### config.mk
export PLATFORM = sky130hd
export DESIGN_NAME = seg7_scan_driver_flat
export DESIGN_NICKNAME = d
export VERILOG_FILES = /design/src/rtl/seg7_scan_if.sv /design/src/rtl/seg7_scan_driver.sv /design/src/flat_wrapper.sv
export SDC_FILE = /design/constraint.sdc
export NUM_CORES = 1
export LEC_CHECK = 0
export BUFFER_PORTS_ARGS = -buffer_cell sky130_fd_sc_hd__buf_4
export CAP_MARGIN = 5
export CORE_MARGIN = 1.5
export CORE_UTILIZATION = 30
export DETAILED_ROUTE_END_ITERATION = 12
export RECOVER_POWER = 100
export SLEW_MARGIN = 10
export SYNTH_ARGS = -nofsm -noshare
export SYNTH_HDL_FRONTEND = slang
export SYNTH_SLANG_ARGS = --single-unit
export TNS_END_PERCENT = 10
### constraint.sdc
create_clock -name clk -period 4.7 [get_ports clk]
set_clock_uncertainty 0.2 [all_clocks]
set_input_delay 0.94 -clock clk [delete_from_list [all_inputs] [get_ports clk]]
set_output_delay 0.94 -clock clk [all_outputs]
set_load 0.02 [all_outputs]
### src/rtl/seg7_scan_if.sv
// Bus between the seven-segment scan driver and its user: the display value and load
// request in, and the segment/anode drive plus frame and commit pulses out.
interface seg7_scan_if #(
    parameter int unsigned DIGITS = 4
);
    logic [4*DIGITS-1:0] value;
    logic                load;
    logic                en;
    logic [6:0]          abcdefg;
    logic [DIGITS-1:0]   an;
    logic                frame_tick;
    logic                updated;

    modport master (
        output value, load, en,
        input  abcdefg, an, frame_tick, updated
    );

    modport slave (
        input  value, load, en,
        output abcdefg, an, frame_tick, updated
    );
endinterface

### src/rtl/seg7_scan_driver.sv
// Multiplexed hex seven-segment driver. A new value is committed only at a frame boundary.
// SEG7_LZ_SUPPRESS_EN: when defined, leading-zero digits above digit 0 are blanked.
module seg7_scan_driver #(
    parameter int unsigned DIGITS   = 4,
    parameter int unsigned PRESCALE = 1000
) (
    input  logic       clk,
    input  logic       rst_n,
    seg7_scan_if.slave bus
);
    localparam int unsigned PW = $clog2(PRESCALE);
    localparam int unsigned IW = (DIGITS > 1) ? $clog2(DIGITS) : 1;
    localparam int unsigned VW = 4 * DIGITS;

    logic [PW-1:0]     r_presc;
    logic [IW-1:0]     r_idx;
    logic [VW-1:0]     r_disp;
    logic [VW-1:0]     r_pend;
    logic              r_pend_vld;
    logic [6:0]        r_seg;
    logic [DIGITS-1:0] r_an;
    logic              r_frame_tick;
    logic              r_updated;

    logic              w_presc_wrap;
    logic              w_idx_last;
    logic              w_frame;
    logic              w_commit;
    logic [PW-1:0]     w_presc_d;
    logic [IW-1:0]     w_idx_d;
    logic [3:0]        w_nib;
    logic              w_blank;
    logic [DIGITS-1:0] w_an;

    function automatic logic [6:0] hex2seg(input logic [3:0] nib);
        logic [6:0] seg;
        unique case (nib)
            4'h0: seg = 7'h7E;
            4'h1: seg = 7'h30;
            4'h2: seg = 7'h6D;
            4'h3: seg = 7'h79;
            4'h4: seg = 7'h33;
            4'h5: seg = 7'h5B;
            4'h6: seg = 7'h5F;
            4'h7: seg = 7'h70;
            4'h8: seg = 7'h7F;
            4'h9: seg = 7'h7B;
            4'hA: seg = 7'h77;
            4'hB: seg = 7'h1F;
            4'hC: seg = 7'h4E;
            4'hD: seg = 7'h3D;
            4'hE: seg = 7'h4F;
            4'hF: seg = 7'h47;
        endcase
        return seg;
    endfunction

    // Scan timing: prescaler wrap advances the digit, digit wrap is the frame boundary.
    always_comb begin
        w_presc_wrap = (r_presc == PW'(PRESCALE - 1));
        w_idx_last   = (r_idx == IW'(DIGITS - 1));
        w_frame      = w_presc_wrap && w_idx_last;
        w_commit     = w_frame && (bus.load || r_pend_vld);
        w_presc_d    = w_presc_wrap ? '0 : r_presc + 1'b1;
        w_idx_d      = r_idx;
        if (w_presc_wrap) begin
            w_idx_d = w_idx_last ? '0 : r_idx + 1'b1;
        end
    end

    always_ff @(posedge clk or negedge rst_n) begin
        if (!rst_n) begin
            r_presc <= '0;
            r_idx   <= '0;
        end else begin
            r_presc <= w_presc_d;
            r_idx   <= w_idx_d;
        end
    end

    // A load coinciding with the boundary bypasses the pending register.
    always_ff @(posedge clk or negedge rst_n) begin
        if (!rst_n) begin
            r_disp     <= '0;
            r_pend     <= '0;
            r_pend_vld <= 1'b0;
        end else if (w_frame) begin
            if (bus.load) begin
                r_disp     <= bus.value;
                r_pend_vld <= 1'b0;
            end else if (r_pend_vld) begin
                r_disp     <= r_pend;
                r_pend_vld <= 1'b0;
            end
        end else if (bus.load) begin
            r_pend     <= bus.value;
            r_pend_vld <= 1'b1;
        end
    end

    always_comb begin
        w_nib   = 4'h0;
        w_blank = 1'b0;
        w_an    = DIGITS'(1) << r_idx;
        for (int i = 0; i < DIGITS; i++) begin
            if (r_idx == IW'(i)) begin
                w_nib = r_disp[4*i +: 4];
`ifdef SEG7_LZ_SUPPRESS_EN
                if ((i > 0) && ((r_disp >> (4 * i)) == '0)) begin
                    w_blank = 1'b1;
                end
`endif
            end
        end
    end

    always_ff @(posedge clk or negedge rst_n) begin
        if (!rst_n) begin
            r_seg        <= '0;
            r_an         <= '0;
            r_frame_tick <= 1'b0;
            r_updated    <= 1'b0;
        end else begin
            r_seg        <= (bus.en && !w_blank) ? hex2seg(w_nib) : '0;
            r_an         <= bus.en ? w_an : '0;
            r_frame_tick <= w_frame;
            r_updated    <= w_commit;
        end
    end

    assign bus.abcdefg    = r_seg;
    assign bus.an         = r_an;
    assign bus.frame_tick = r_frame_tick;
    assign bus.updated    = r_updated;
endmodule

### src/flat_wrapper.sv
// flat-port wrapper written by rule: the top's interface ports become plain ports
module seg7_scan_driver_flat 
#(
    parameter int unsigned DIGITS   = 4,
    parameter int unsigned PRESCALE = 1000
)
  (clk, rst_n, bus_value, bus_load, bus_en, bus_abcdefg, bus_an, bus_frame_tick, bus_updated);
  seg7_scan_if #(.DIGITS(DIGITS)) bus_i ();
  input  logic clk;
  input  logic rst_n;
  input wire logic [$bits(bus_i.value)-1:0] bus_value;
  input wire logic [$bits(bus_i.load)-1:0] bus_load;
  input wire logic [$bits(bus_i.en)-1:0] bus_en;
  output wire logic [$bits(bus_i.abcdefg)-1:0] bus_abcdefg;
  output wire logic [$bits(bus_i.an)-1:0] bus_an;
  output wire logic [$bits(bus_i.frame_tick)-1:0] bus_frame_tick;
  output wire logic [$bits(bus_i.updated)-1:0] bus_updated;
  assign bus_i.value = bus_value;
  assign bus_i.load = bus_load;
  assign bus_i.en = bus_en;
  assign bus_abcdefg = bus_i.abcdefg;
  assign bus_an = bus_i.an;
  assign bus_frame_tick = bus_i.frame_tick;
  assign bus_updated = bus_i.updated;
  seg7_scan_driver #(.DIGITS(DIGITS), .PRESCALE(PRESCALE)) u_core (.clk(clk), .rst_n(rst_n), .bus(bus_i));
endmodule
==> impl_metrics.ini, run 1 <==
[clock_network]
worstSkewPairLatency_ns = 0.34
cts_setup_buffers = 0
clk_pin_slew_ns = 0.06
cts_buffers = 9
cts_root_buf = clkbuf_8
cts_resized = 0
tritoncts = yes
hold_buffers = 0
clockBufferDepth = 2
clock_sinks = 58
htree_levels = 3

[layout]
antenna_cells = 0
area_delta_synth_final_pct = 14.9
final_common_cell = dfrtp_1
final_nets = 311
final_cells = 393
layout-drive-gt1-share_pct = 16.1
fillers = 876
final_cell_mix = dfrtp_1 (58), nand2_1 (30), o21ai_0 (24), buf_4 (19), mux2i_1 (18)

[floorplanning]
row_count = 34
pin_count = 33
die_w_um = 98.8
dieArea_mm2 = 0.00976
initial_utilization_pct = 31.3
core_area_mm2 = 0.00881
fp.dieH_um = 98.8

[sta]
hold_viol = 0
rsz0062_at_grt = no
hold_slack_ns = 0.274
drv_slew = 0
fmaxAchievable_ghz = 0.349
slew_headroom_pct = 35.0
worstMarginPinSlew_ns = 0.972
fin_tns_setup_ns = 0
post-route-period-util_pct = 60.9
layout_setup_ws_ns = 1.84
fin_crit_ns = 2.86
setup_viol = 0

[synthesis]
synthesis.nets = 280
postSynthAreaPerCell_um2 = 11.1
synth_async_sr_flop_share_pct = 100
yosysWarnings = 0
synth_edf_count = 0
synthCells = 249
syn_area_mm2 = 0.00275
synth-seq-area-share_pct = 52.7
synth.distinct_cells = 42
ys_ff_latch = 58
ys.flop_type = dfrtp_1

[route]
via_per_inst = 4.76
wl_per_cell_um = 13.1
first_iter_violations = 62
drt_wl_total_um = 5170
drc = 4
ant_nets = 0
via_count = 1871
first_pass_iters = 8

[grt]
grt_overflow = 0
grt_start_max_net_pins = 59
grt_pass1_vias = 1841
grt_usage_pct = 11.8
grt_antenna_before_repair = 0
grt_pass1_wl_um = 8890

[power]
powerDensity_mw_per_mm2 = 311
irDropWorstVdd_mv = 0.194
p_clk_share_pct = 40.2
sw_frac_of_total_pct = 23.7
p_total_mw = 0.984
combPwrFrac_pct = 6.6
p_leak_nw = 1.46
p_int_mw = 0.751
power.switching_mw = 0.233
power.share.sequential_pct = 53.2

[setup_path]
cpMostUsedCell = nand2_1
cp-startpoint = u_core.r_presc[0]$_DFF_PN0_
worst-path-buf-inv = 0
cp_slowest_cell = nand3b_1
cp-end-kind = flop
cp_top_family = simple AND/OR/NAND/NOR gates
path_max_fanout = 33
worst_setup_path_start_kind = flop
required_ns = 4.68
arrival_ns = 2.84
crit-reg2reg-launch = u_core.r_presc[0]$_DFF_PN0_
max_stage_delay_ns = 0.80
path_cells = ha_1, nand2_1, nor4_4, nand3b_1, nand2_1, o21ai_0
path_class = flop to flop

[placement]
dpl.cell_count = 377
dpl.hpwl_um = 3600
pre_cts_ws_ns = 1.73
gp_congestion = 0.830
io_buffer_count = 32

[outcome]
outcome = finished, violations left
violations = DRC

[min_path]
hold_class = flop to flop
min_from = u_core.r_presc[0]$_DFF_PN0_

[flow_run]
drv_cap = 0
routing by layer:
| layer | track usage [%] | vias up | routed length (um) |
|---|---|---|---|
| li1 | - | 921 | - |
| met3 | 5.25 | 7 | 253 |
| met2 | 17.8 | 36 | 2270 |
| met1 | 14.9 | 907 | 2570 |
| met4 | 4.40 | 0 | 77 |
| met5 | 0 | - | 0 |
state kept, by name (all words and copies together), names as in the netlist:
| register | cells |
|---|---|
| u_core.bus.abcdefg | 7 |
| u_core.bus.an | 4 |
| u_core.bus.frame_tick | 1 |
| u_core.bus.updated | 1 |
| u_core.r_disp | 16 |
| u_core.r_idx | 2 |
| u_core.r_pend | 16 |
| u_core.r_pend_vld | 1 |
| u_core.r_presc | 10 |
logic make-up after synthesis:
group	count (synthesis)	synth area share (%)
DFF	58	52.7
buffers and inverters	23	4.09
and+or+nand+nor	68	12.0
xor gates and xnor gates	6	1.91
AOI/OAI and AO/OA	47	10.3
adders and majority gates	11	5.00
muxes	36	14.0
final timing paths:
| path | cells after the start | slack, ns | end |
|---|---|---|---|
| max in group asynchronous | 1 | 3.37 | u_core.bus.abcdefg[2]$_DFF_PN0_ |
| setup / recovery | 6 | 1.84 | u_core.r_disp[8]$_DFFE_PN0P_ |
| hold / removal | 1 | 0.27 | u_core.r_presc[0]$_DFF_PN0_ |
| min in group asynchronous | 1 | 0.46 | u_core.r_pend[4]$_DFFE_PN0P_ |
| hold reg to reg | 1 | 0.27 | u_core.r_presc[0]$_DFF_PN0_ |
| setup reg to reg | 6 | 1.84 | u_core.r_disp[8]$_DFFE_PN0P_ |
cells in the mapped netlist (3+ instances only):
| cell | count | share of area (%) |
|---|---|---|
| o21ai_0 | 11 | 2.0 |
| nand3_1 | 6 | 1.1 |
| ha_1 | 11 | 5.0 |
| buf_6 | 3 | 1.2 |
| nor2_1 | 16 | 2.2 |
| inv_1 | 11 | 1.5 |
| dfrtp_1 | 58 | 53 |
| nand3b_1 | 3 | 0.82 |
| nand2_1 | 29 | 4.0 |
| mux2i_1 | 18 | 6.5 |
| a21oi_1 | 7 | 1.3 |
| xor2_1 | 4 | 1.3 |
| mux2_2 | 10 | 4.1 |
| clkbuf_1 | 5 | 0.68 |
| o21ai_1 | 13 | 2.4 |
| mux2_1 | 7 | 2.9 |
power groups by stage:
stage	clock network [mW]	registers, mW	logic, mW
global route	0.431	0.524	0.0737
global placement	0	0.532	0.0697
finish	0.395	0.523	0.0653
floorplan	0	0.535	0.0331
CTS	0.410	0.523	0.0711
detailed placement	0	0.532	0.0708
metrics by stage:
| step | instance area, um^2 | utilization (%) |
|---|---|---|
| 6_report | 3170 | 35.9 |
| 5_1_grt | 3170 | 35.9 |
| 4_1_cts | 3220 | 36.6 |
| 3_5_place_dp | 3060 | 34.7 |
| 3_3_place_gp | 3060 | 34.7 |
| 2_1_floorplan | 2750 | - |
area by class of cell:
type                       count  area [um^2]  area share [%]
inverter                      11         41.3            1.30
multi-input combinational    168         1180            37.4
timing repair buffer          32          191            6.05
clock buffer                  13          149            4.70
sequential                    58         1450            45.8
tap                          108          135            4.27
clock inverter                 3         15.0           0.474
No activity file was read; power rests on OpenSTA's default activity.
==> inputs of run 2 (changes only) <==
==> constraint.sdc (replaced) <==
create_clock -name clk -period 2.4 [get_ports clk]
set_clock_uncertainty 0.2 [all_clocks]
set_input_delay 0.48 -clock clk [delete_from_list [all_inputs] [get_ports clk]]
set_output_delay 0.48 -clock clk [all_outputs]
set_load 0.02 [all_outputs]
==> run 2 against run 1 <==
Effect of this change: the run still ends with DRC left; largest power group unchanged; sequential power up 95%; highest routed layer unchanged; critical endpoint is now u_core.r_pend[8]$_DFFE_PN0P_; utilization up 1.0 points; sequential share of layout area down 1.3 points.
==> impl_metrics.ini, run 2 (synthesis results as in run 1) <==
[clock_network]
cts_buffers = 9
cts_root_buf = clkbuf_8
tritoncts = yes
worstSkewPairLatency_ns = 0.34
htree_levels = 3
clk_pin_slew_ns = 0.06
hold_buffers = 0
clock_sinks = 58
clockBufferDepth = 2

[route]
drc = 4
drt_wl_total_um = 5250
via_count = 1847
via_per_inst = 4.62
wl_per_cell_um = 13.1
first_pass_iters = 8
first_iter_violations = 67
ant_nets = 0

[floorplanning]
dieArea_mm2 = 0.00976
fp.dieH_um = 98.8
die_w_um = 98.8
core_area_mm2 = 0.00881
pin_count = 33
initial_utilization_pct = 31.3
row_count = 34

[setup_path]
cpMostUsedCell = nand2_1
path_class = flop to flop
path_max_fanout = 16
r2r.worst_path.cells = 6
cp-end-kind = flop
arrival_ns = 2.27
max_stage_delay_ns = 0.38
worst_setup_path_start_kind = flop
required_ns = 2.42
cp_slowest_cell = mux2_2
path_cells = ha_1, nand2_1, nor4_4, nand2_1, nand2_2, mux2_2

[sta]
hold_viol = 0
layout_setup_ws_ns = 0.148
setup_viol = 0
fmaxAchievable_ghz = 0.444
fin_tns_setup_ns = 0
slew_headroom_pct = 5.29
rsz0062_at_grt = no
hold_slack_ns = 0.164
drv_slew = 0
fin_crit_ns = 2.25
worstMarginPinSlew_ns = 1.42
post-route-period-util_pct = 93.8

[placement]
io_buffer_count = 32
dpl.hpwl_um = 3600
place_area_mm2 = 0.00309
gp_congestion = 0.855
pre_cts_ws_ns = 0.0812

[layout]
final_nets = 318
stdcell_area_mm2 = 0.00326
area_delta_synth_final_pct = 18.2
top_regs = u_core.r_disp x16, u_core.r_pend x16, u_core.r_presc x10
layout-drive-gt1-share_pct = 21.2
fillers = 878
antenna_cells = 0
final_cell_mix = dfrtp_1 (58), nand2_1 (29), buf_4 (25), o21ai_0 (23), mux2i_1 (18)
final_common_cell = dfrtp_1
utilization_pct = 37.0

[flow_run]
drv_cap = 0

[power]
p_leak_nw = 1.48
powerDensity_mw_per_mm2 = 589
irDropWorstVdd_mv = 0.381

[grt]
grt_start_max_net_pins = 59
grt_pass1_wl_um = 8990
grt_antenna_before_repair = 0
grt_usage_pct = 11.8
grt_overflow = 0
grt_pass1_vias = 1860

[min_path]
hold_class = input pin to flop
worstHoldPathCells = 2

[outcome]
outcome = finished, violations left
violations = DRC
[run 2: timing repair]
item	4_1_cts	5_1_grt
gates resized for setup	0	12
buffers inserted	0	3
setup endpoints to repair	0	7
hold endpoints to repair	0	0
[run 2: path summary, 6_finish.rpt]
path	slack, ns	start	endpoint
min reg2reg	0.26	u_core.r_presc[0]$_DFF_PN0_	u_core.r_presc[0]$_DFF_PN0_
min	0.16	bus_value[13]	u_core.r_pend[13]$_DFFE_PN0P_
max	0.15	u_core.r_presc[0]$_DFF_PN0_	u_core.r_pend[8]$_DFFE_PN0P_
max reg2reg	0.15	u_core.r_presc[0]$_DFF_PN0_	u_core.r_pend[8]$_DFFE_PN0P_
min in group asynchronous	0.26	rst_n	u_core.r_pend[4]$_DFFE_PN0P_
max in group asynchronous	0.87	rst_n	u_core.r_pend[3]$_DFFE_PN0P_
[run 2: per-stage QoR]
| stage | instances | power, mW |
|---|---|---|
| after global placement | 381 | 1.18 |
| after detailed placement | 381 | 1.18 |
| after floorplan | 249 | 1.11 |
| final | 400 | 1.92 |
| after global routing | 400 | 2.00 |
| after CTS | 397 | 1.95 |
[run 2: worst max-delay path: cells and delay by family (launching register included)]
kind          cells  cell delay [ns]
simple gates      4             0.97
mux               1             0.38
flops             1             0.37
fa+ha+maj         1             0.21
[run 2: cell type report]
type | instances | area [um^2] | area share (%)
inverter | 11 | 41.3 | 1.27
timing repair buffer | 39 | 241 | 7.42
sequential | 58 | 1450 | 44.6
clock buffer | 13 | 149 | 4.57
clock inverter | 3 | 15.0 | 0.461
multi-input combinational | 168 | 1220 | 37.5
tap | 108 | 135 | 4.15
[run 2: report_power, final]
part	internal (mW)	switching (mW)	total [mW]
sequential	1.01	0.0131	1.02
combinational	0.0603	0.0650	0.125
clock	0.398	0.369	0.767
total	1.47	0.447	1.92
[run 2: routing by layer]
layer / vias up / part of all wire (%) / GRT usage (%)
li1: 938 / - / -
met1: 862 / 51 / 16.0
met2: 42 / 43 / 16.9
met3: 5 / 5.1 / 4.54
met4: 0 / 0.48 / 4.84
met5: - / 0 / 0
==> inputs of run 3 (changes only) <==
--- a/config.mk
+++ b/config.mk
@@ -10,6 +10,7 @@
 export CORE_MARGIN = 1.5
 export CORE_UTILIZATION = 30
 export DETAILED_ROUTE_END_ITERATION = 12
+export PLACE_DENSITY = 0.52
 export RECOVER_POWER = 100
 export SLEW_MARGIN = 10
 export SYNTH_ARGS = -nofsm -noshare
==> run 3 against run 2 <==
Effect of this change: the run still ends with DRC left; final area rose by 0.96%; clock power increased by 7.6%; sequential power barely moved; critical path type unchanged.
==> impl_metrics.ini, run 3 (synthesis results as in run 1) <==
[grt]
grt_usage_pct = 11.8
grt_pass1_wl_um = 9050
grt_overflow = 0
grt_pass1_vias = 1903
grt_antenna_before_repair = 0
grt_start_max_net_pins = 59

[clock_network]
htree_levels = 3
clock_sinks = 58
worstSkewPairLatency_ns = 0.33
cts_buffers = 9
tritoncts = yes
clk_pin_slew_ns = 0.06
cts_root_buf = clkbuf_8
hold_buffers = 0
clockBufferDepth = 2

[route]
met3_length_um = 194
via_count = 1852
drt_wl_total_um = 5170
wl_met2_um = 2230
via_per_inst = 4.64
first_pass_iters = 8
ant_nets = 0
wl_per_cell_um = 13.0
first_iter_violations = 106
wl_met1_um = 2610
routed.top_layer = met4
drc = 1

[setup_path]
r2r.worst_path.cells = 6
cpMostUsedCell = nand2_1
path_class = flop to flop
cp-end-kind = flop
max_stage_delay_ns = 0.38
required_ns = 2.41
worst_setup_path_start_kind = flop
arrival_ns = 2.27
path_cells = ha_1, nand2_1, nor4_4, nand2_1, nand2_2, mux2_2
path_max_fanout = 16
cp_slowest_cell = mux2_2

[placement]
dpl.hpwl_um = 3670
io_buffer_count = 32
gp_congestion = 0.829
pre_cts_ws_ns = 0.0788

[sta]
setup_viol = 0
fin_crit_ns = 2.25
slew_headroom_pct = 6.63
post-route-period-util_pct = 93.8
worstMarginPinSlew_ns = 1.40
hold_viol = 0
rsz0062_at_grt = no
fin_tns_setup_ns = 0
fmaxAchievable_ghz = 0.444
drv_slew = 0
layout_setup_ws_ns = 0.148

[floorplanning]
fp.dieH_um = 98.8
row_count = 34
initial_utilization_pct = 31.3
pin_count = 33
die_w_um = 98.8
core_area_mm2 = 0.00881
dieArea_mm2 = 0.00976

[layout]
final_common_cell = dfrtp_1
area_delta_synth_final_pct = 19.4
multi_input_area_mm2 = 0.00123
seqCellArea_mm2 = 0.00145
antenna_cells = 0
top_regs = u_core.r_disp x16, u_core.r_pend x16, u_core.r_presc x10
final_cell_mix = dfrtp_1 (57), nand2_1 (29), o21ai_0 (23), buf_4 (23), mux2i_1 (18)
layout-drive-gt1-share_pct = 21.6
final_nets = 319
fillers = 884

[power]
p_leak_nw = 1.49
powerDensity_mw_per_mm2 = 601
irDropWorstVdd_mv = 0.301

[outcome]
outcome = finished, violations left
violations = DRC

[min_path]
worstHoldPathCells = 2
hold_class = input pin to flop

[flow_run]
drv_cap = 0
-- run 3: repair_timing --
| action | CTS | global route |
|---|---|---|
| setup endpoints to repair | 0 | 7 |
| buffers inserted | 0 | 1 |
| gates resized for setup | 0 | 13 |
| endpoints found under the hold margin | 0 | 0 |
-- run 3: per-stage QoR --
| stage | hold slack [ns] | power (mW) | cell area [um^2] | util, % | instances |
|---|---|---|---|---|---|
| floorplan | -0.0156 | 1.11 | 2750 | - | 249 |
| global placement | 0.250 | 1.18 | 3120 | 35.5 | 384 |
| detailed placement | 0.259 | 1.18 | 3120 | 35.5 | 384 |
| CTS | 0.0298 | 2.02 | 3300 | 37.4 | 398 |
| global route | 0.159 | 2.07 | 3290 | 37.3 | 399 |
| finish | 0.169 | 1.98 | 3290 | 37.3 | 399 |
-- run 3: metal layers --
metal | up-vias | GRT usage (%)
met2 | 36 | 17.2
met1 | 863 | 16.0
met5 | - | 0
met3 | 13 | 3.33
li1 | 940 | -
met4 | 0 | 6.37
-- run 3: final cells by class --
cell class	count	area share (%)
multi-input cells	168	37.3
repair buffers	40	7.84
inverters	11	1.26
clock buffers	10	3.88
clock inverters	4	1.37
well taps	108	4.11
flip-flops and latches	58	44.2
-- run 3: power breakdown --
part / total, mW / internal [mW] / leakage, nW / switching (mW)
combinational: 0.126 / 0.0603 / 0.665 / 0.0657
clock: 0.825 / 0.462 / 0.0918 / 0.363
sequential: 1.02 / 1.01 / 0.736 / 0.0133
-- run 3: critical path: cells and delay by family (launching register included) --
family,cells,cell delay (ns)
multiplexers,1,0.38
flip-flops,1,0.37
adder cells (fa/ha/maj),1,0.22
AND/OR/NAND/NOR,4,0.95
-- run 3: path summary, 6_finish.rpt --
kind	start	endpoint	slack, ns
worst max register to register	u_core.r_presc[0]$_DFF_PN0_	u_core.r_pend[8]$_DFFE_PN0P_	0.15
min in group asynchronous	rst_n	u_core.r_pend[9]$_DFFE_PN0P_	0.26
worst max-delay path	u_core.r_presc[0]$_DFF_PN0_	u_core.r_pend[8]$_DFFE_PN0P_	0.15
max in group asynchronous	rst_n	u_core.r_idx[0]$_DFFE_PN0N_	0.79
worst min register to register	u_core.r_presc[0]$_DFF_PN0_	u_core.r_presc[0]$_DFF_PN0_	0.26
worst min-delay path	bus_value[11]	u_core.r_pend[11]$_DFFE_PN0P_	0.17
